## src/rtl/button_debouncer.sv

```systemverilog
// Push-button conditioner: 2-FF synchronizer, counter debounce filter and a
// hold/auto-repeat state machine producing long-press and repeat strobes.
// Ports:
//   clock        : system clock, rising edge
//   reset        : asynchronous, active-high; clears all state and outputs
//   button_raw   : raw asynchronous pin, may bounce
//   button_level : debounced level, 1 = pressed (polarity normalised)
//   long_press   : one-cycle strobe when the hold threshold is reached
//   repeat_pulse : one-cycle strobe every REPEAT_CYCLES while held past threshold
//   hold_active  : 1 from long_press until the release is seen
module button_debouncer #(
    parameter bit          INVERT          = 1'b1,
    parameter int unsigned DEBOUNCE_CYCLES = 500_000,
    parameter int unsigned HOLD_CYCLES     = 50_000_000,
    parameter int unsigned REPEAT_CYCLES   = 10_000_000
) (
    input  logic clock,
    input  logic reset,
    input  logic button_raw,
    output logic button_level,
    output logic long_press,
    output logic repeat_pulse,
    output logic hold_active
);

    localparam int unsigned DB_W   = $clog2(DEBOUNCE_CYCLES);
    localparam int unsigned HOLD_W = $clog2(HOLD_CYCLES);
    localparam int unsigned RPT_W  = $clog2(REPEAT_CYCLES);

    localparam logic [DB_W-1:0]   DB_LAST   = DB_W'(DEBOUNCE_CYCLES - 1);
    // The IDLE->PRESSED edge consumes one hold cycle, so PRESSED counts to HOLD-2.
    localparam logic [HOLD_W-1:0] HOLD_LAST = HOLD_W'(HOLD_CYCLES - 2);
    localparam logic [RPT_W-1:0]  RPT_LAST  = RPT_W'(REPEAT_CYCLES - 1);

    typedef enum logic [1:0] {
        ST_IDLE    = 2'd0,
        ST_PRESSED = 2'd1,
        ST_REPEAT  = 2'd2
    } state_e;

    logic              sync1_q, sync1_d;
    logic              sync2_q, sync2_d;
    logic              level_q, level_d;
    logic [DB_W-1:0]   db_cnt_q, db_cnt_d;
    state_e            state_q, state_d;
    logic [HOLD_W-1:0] hold_cnt_q, hold_cnt_d;
    logic [RPT_W-1:0]  rpt_cnt_q, rpt_cnt_d;
    logic              long_press_q, long_press_d;
    logic              repeat_pulse_q, repeat_pulse_d;
    logic              hold_active_q, hold_active_d;

    // Synchronizer and debounce filter: any cycle agreeing with the current
    // level restarts the stability count.
    always_comb begin
        sync1_d  = button_raw ^ INVERT;
        sync2_d  = sync1_q;
        level_d  = level_q;
        db_cnt_d = db_cnt_q;
        if (sync2_q == level_q) begin
            db_cnt_d = '0;
        end else if (db_cnt_q == DB_LAST) begin
            level_d  = sync2_q;
            db_cnt_d = '0;
        end else begin
            db_cnt_d = db_cnt_q + DB_W'(1);
        end
    end

    // Hold / auto-repeat state machine; acts on the registered debounced level.
    always_comb begin
        state_d        = state_q;
        hold_cnt_d     = hold_cnt_q;
        rpt_cnt_d      = rpt_cnt_q;
        long_press_d   = 1'b0;
        repeat_pulse_d = 1'b0;
        hold_active_d  = hold_active_q;
        case (state_q)
            ST_IDLE: begin
                hold_active_d = 1'b0;
                if (level_q) begin
                    state_d    = ST_PRESSED;
                    hold_cnt_d = '0;
                end
            end
            ST_PRESSED: begin
                if (!level_q) begin
                    state_d = ST_IDLE;
                end else if (hold_cnt_q == HOLD_LAST) begin
                    long_press_d  = 1'b1;
                    hold_active_d = 1'b1;
                    rpt_cnt_d     = '0;
                    state_d       = ST_REPEAT;
                end else begin
                    hold_cnt_d = hold_cnt_q + HOLD_W'(1);
                end
            end
            ST_REPEAT: begin
                if (!level_q) begin
                    state_d       = ST_IDLE;
                    hold_active_d = 1'b0;
                end else if (rpt_cnt_q == RPT_LAST) begin
                    repeat_pulse_d = 1'b1;
                    rpt_cnt_d      = '0;
                end else begin
                    rpt_cnt_d = rpt_cnt_q + RPT_W'(1);
                end
            end
            default: begin
                state_d       = ST_IDLE;
                hold_active_d = 1'b0;
            end
        endcase
    end

    always_ff @(posedge clock or posedge reset) begin
        if (reset) begin
            sync1_q        <= 1'b0;
            sync2_q        <= 1'b0;
            level_q        <= 1'b0;
            db_cnt_q       <= '0;
            state_q        <= ST_IDLE;
            hold_cnt_q     <= '0;
            rpt_cnt_q      <= '0;
            long_press_q   <= 1'b0;
            repeat_pulse_q <= 1'b0;
            hold_active_q  <= 1'b0;
        end else begin
            sync1_q        <= sync1_d;
            sync2_q        <= sync2_d;
            level_q        <= level_d;
            db_cnt_q       <= db_cnt_d;
            state_q        <= state_d;
            hold_cnt_q     <= hold_cnt_d;
            rpt_cnt_q      <= rpt_cnt_d;
            long_press_q   <= long_press_d;
            repeat_pulse_q <= repeat_pulse_d;
            hold_active_q  <= hold_active_d;
        end
    end

    assign button_level = level_q;
    assign long_press   = long_press_q;
    assign repeat_pulse = repeat_pulse_q;
    assign hold_active  = hold_active_q;

endmodule

```

## config.mk

```make
export PLATFORM = sky130hd
export DESIGN_NAME = button_debouncer
export DESIGN_NICKNAME = d
export VERILOG_FILES = /design/src/rtl/button_debouncer.sv
export SDC_FILE = /design/constraint.sdc
export NUM_CORES = 1
export LEC_CHECK = 0
export CAP_MARGIN = 20
export CORE_MARGIN = 2
export CORE_UTILIZATION = 55
export DETAILED_ROUTE_END_ITERATION = 8
export MAX_ROUTING_LAYER = met4
export PLACE_DENSITY = 0.75
export SLEW_MARGIN = 30
export SYNTH_ARGS = -nofsm -noshare
export SYNTH_HDL_FRONTEND = slang
export SYNTH_SLANG_ARGS = --single-unit
```

## constraint.sdc

```tcl
create_clock -name clock -period 3.8 [get_ports clock]
set_clock_uncertainty 0.1 [all_clocks]
set_input_delay 0.57 -clock clock [delete_from_list [all_inputs] [get_ports clock]]
set_output_delay 0.57 -clock clock [all_outputs]
set_load 0.02 [all_outputs]
```

Word level (Yosys, flattened, before mapping) --
Index checks and enable logic that the tools add are counted.
Word-level totals: latch bits 0, memories 0, output and inout bits 4, memory bits (read-only) 0, bits in registers 77, input port bits 3, RAM bits 0, logic and storage cells 62
Cells by class: magnitude comparators 0, mux-type cells 26, $add $sub $neg 3, reductions and logical operators 8, divide/modulo/power cells 0, bitwise gates (word level) 2, multiply operators 0, equal/unequal tests 13, shift operators 0
Operators by type and width (number):
- 24-bit 2-to-1 mux | 4
- 26-bit 2-to-1 mux | 3
- 26-bit one-hot mux with 2 select lines | 1
- 24-bit one-hot mux with 2 select lines | 1
- 19-bit 2-to-1 mux | 2
- 26-bit by 1-bit adder with 26-bit output (second input constant) | 1
- 26-bit == test (second input constant) | 1
- 24-bit by 1-bit adder with 24-bit output (second input constant) | 1
- 24-bit == test (second input constant) | 1
- 19-bit by 1-bit adder with 19-bit output (second input constant) | 1
- 19-bit == test (second input constant) | 1
- 2-bit != test (second input constant) | 6
- 1-bit 2-to-1 mux | 9
- 2-bit 2-to-1 mux | 4
- 4-bit AND reduction | 2
- 2-bit one-hot mux with 3 select lines | 1
- 3-bit AND reduction | 2
- 2-bit nonzero test | 2
- 3-bit != test (second input constant) | 1
- 2-bit by 1-bit == test with 1-bit output (second input constant) | 1
- 2-bit == test (second input constant) | 1
- 2-bit logical NOT | 1
- 1-bit NOT | 2
- 1-bit one-hot mux with 2 select lines | 1
- other kinds (2) | 2

Longest topological paths before layout --
depth in word-level cells 4, gate-level depth with buffers 8, gate-level depth less buffers 7

Worst setup path after synthesis --
OpenSTA, ideal clock, no wires.
kind register to register, from register hold_cnt_q[13], to register rpt_cnt_q[13], path slack 1433 ps, setup time 130 ps, data arrival time 2137 ps, period minus slack after synthesis 2367 ps, data required time 3570 ps, buffers on the path 2, stages on the path, launching flop included 8, cell sequence dfrtp_1 and4_4 or4b_1 buf_2 or3_1 a21oi_2 buf_2 a21oi_1
On the way: cells in the longest elaborated chain, start to end 3
RTL lines:
- from (decl) | RTL line 46 | logic [HOLD_W-1:0] hold_cnt_q, hold_cnt_d;
- from (signal assigned) | RTL line 133 | hold_cnt_q <= hold_cnt_d;
- 26-bit == test | RTL line 88 | end else if (hold_cnt_q == HOLD_LAST) begin
- 2-bit != test (no line)
- 4-bit AND reduction (no line)
- to (signal assigned) | RTL line 134 | rpt_cnt_q <= rpt_cnt_d;
- to (decl) | RTL line 47 | logic [RPT_W-1:0] rpt_cnt_q, rpt_cnt_d;
Every way passes these cells. A chain may end at the register's enable or synchronous reset.

Worst setup path in the final report --
from register hold_cnt_q[12], to register rpt_cnt_q[15]
Same word-level chain as after synthesis.

==> qor.yml <==
endpoint_kind: "flop"
drive_above_1_share: 0.0665
period_needed_ns: 2.72
drv_slew: 0
postCtsSetupRepairBufs: 0
hold_viol_final: 0
gp_congestion: 0.833
syn-mean-instance-area_um2: 9.17
ys.warnings.count: 0
fin_nets: 453
fmax_ghz: 0.368
hold_path.class: "flop to flop"
path_cells: "and4_4, or4b_1, o31a_2, or4_1, a21oi_1"
coreArea_um2: 7210
cts_made_buffers: 9
critPathMaxStageDelay_ns: 0.58
routed_wl_um: 8130
tns_ns: 0
synth_edf_count: 0
dieArea_um2: 8090
rr_startpoint: "hold_cnt_q[12]"
power_density_nw_per_um2: 361
cts-root-buf: "clkbuf_8"
startpoint_type: "flop"
grt_pass1_vias: 3040
critPathRequiredTime_ns: 3.97
status: "finished, final reports clean"
ys_ff_latch: 77
antenna_found_initial: 0
worst_r2r_endpoint: "rpt_cnt_q[15]"
critical_path.slowest_cell: "o31a_2"
r2r_cells: 5
finalSetupViolCount: 0
remaining_drc_errors: 0
grt_remaining_overflow: 0
worstSetupPathType: "flop to flop"
synthCells: 443
synth_fp_nets: 450
holdCritStartpoint: "sync1_q"
final_common_cell: "dfrtp_1"
ys.flop_type: "dfrtp_1"
clkTransAtPathRegs_ns: 0.08
ys_async_sr_fraction: 1.00
slew_headroom: 0.571
fin_cells: 550
grt_use_total: 0.217
cts-resized-gates: 0
fin_crit_sh: 0.715
tritoncts: "done"
peakVddDrop_v: 0.000214
syn_area_um2: 4060
setup.worst_path.start: "hold_cnt_q[12]"
synth_top_cell_by_area: "dfrtp_1"
worst-path-max-fanout: 37
placed_cells: 534
crit_buf_inv: 0
cp_top_family: "simple AND/OR/NAND/NOR gates"
grt_max_degree: 52
worst_pin_slew_ns: 0.638
final_cell_mix: "dfrtp_1, nor2_1, nand2_1"
grt_pass1_wl_um: 14000
numClockSinks: 77
r2r_slack_ns: 1.08
whs_path_depth: 0
worstHoldEndpoint: "sync2_q"
cts_hold_repair.buffers: 0
rsz0062_at_grt: "false"
diodes: 0
worstPathArrival_ns: 2.89
synth_seq_area_share: 0.475
h-tree-depth: 3
clock_latency_ns: 0.35
drt_iter0_markers: 255
fillCellCount: 634
wl_per_cell_um: 14.8
yosys-top-cells-area: "dfrtp_1, nor2_1, xor2_1"
first_pass_iters: 5
vias: 3263
fp-row-count: 31
start_util: 0.563
io_pins: 7
synth_top_area_frac: 0.475
yosysUniqueCellTypes: 44
cts_buffer_depth: 2
dp_hpwl_um: 5520
io_buffer_count: 6
syn_to_final_growth_pct: 9.77
antenna_left: 0
cap_violations: 0
die_h_um: 89.9
die_w_um: 89.9
viasPerCell: 5.93
p_leak_uw: 0.00179
area by class of cell:
class	instances	area, um^2	share of cell area
tap	99	124	0.0278
multi-input combinational	336	2020	0.453
inverter	11	42.5	0.00955
clock buffer	10	138	0.0309
timing repair buffer	11	97.6	0.0219
clock inverter	6	110	0.0247
sequential	77	1930	0.432
synthesized netlist by cell type (7+ instances only):
cell type and count:
nor2_1 56, nand2_1 31, o31ai_1 7, xor2_1 21
dfrtp_1 77, nand4_1 21, clkbuf_1 14, or3_1 18
a21oi_1 25, and3_1 11, nand3_1 20, o21ai_0 24
xnor2_1 19, nor4_1 10, nor3_1 15, or4_1 9
inv_1 10
worst register-to-register path: stages, from the launching register on:
cell	delay, ns
dfrtp_1	0.44
and4_4	0.29
or4b_1	0.49
o31a_2	0.58
or4_1	0.57
a21oi_1	0.17
routing by layer:
metal | wire length [um] | vias to the layer above | GRT usage
met3 | 331 | 11 | 0.0402
li1 | - | 1607 | -
met4 | 112 | 0 | 0.0769
met2 | 3750 | 73 | 0.335
met1 | 3930 | 1572 | 0.292
met5 | 0 | - | -
cell families after synthesis:
| family | share of synthesized area |
|---|---|
| XOR/XNOR | 0.0863 |
| buffers and inverters | 0.0287 |
| multiplexers | 0.00524 |
| adder cells (fa/ha/maj) | 0.0123 |
| AO/OA/AOI/OAI | 0.100 |
| AND/OR/NAND/NOR | 0.293 |
| flip-flops | 0.475 |
worst max path at each step:
stage	depth (start not counted)	slack, ns	end
after floorplan	1	1.16	button_level
after CTS	5	0.95	rpt_cnt_q[15]
final	5	1.08	rpt_cnt_q[15]
after global routing	5	0.88	rpt_cnt_q[14]
after global placement	5	1.08	rpt_cnt_q[21]
after detailed placement	5	0.99	rpt_cnt_q[15]
per-stage QoR:
stage	worst slack [ns]	cell area, um^2	util	hold slack, ns	total power (uW)
4_1_cts	0.951	4460	0.618	0.255	1630
3_3_place_gp	1.08	4210	0.583	0.234	870
2_1_floorplan	1.16	4060	-	0.231	861
5_1_grt	0.881	4460	0.618	0.257	1660
3_5_place_dp	0.992	4210	0.583	0.236	870
6_report	1.08	4460	0.618	0.251	1610
sequential cells by signal (all words and copies together) (netlist names):
signal        count
button_level      1
db_cnt_q         19
hold_active       1
hold_cnt_q       26
long_press        1
repeat_pulse      1
rpt_cnt_q        24
state_q           2
sync1_q           1
sync2_q           1
power by group:
part / total (uW) / internal [uW] / switching [uW]
combinational: 27.1 / 5.82 / 21.3
sequential: 825 / 822 / 3.06
clock: 758 / 453 / 305
Note: power is estimated with default switching activity, not from simulation.
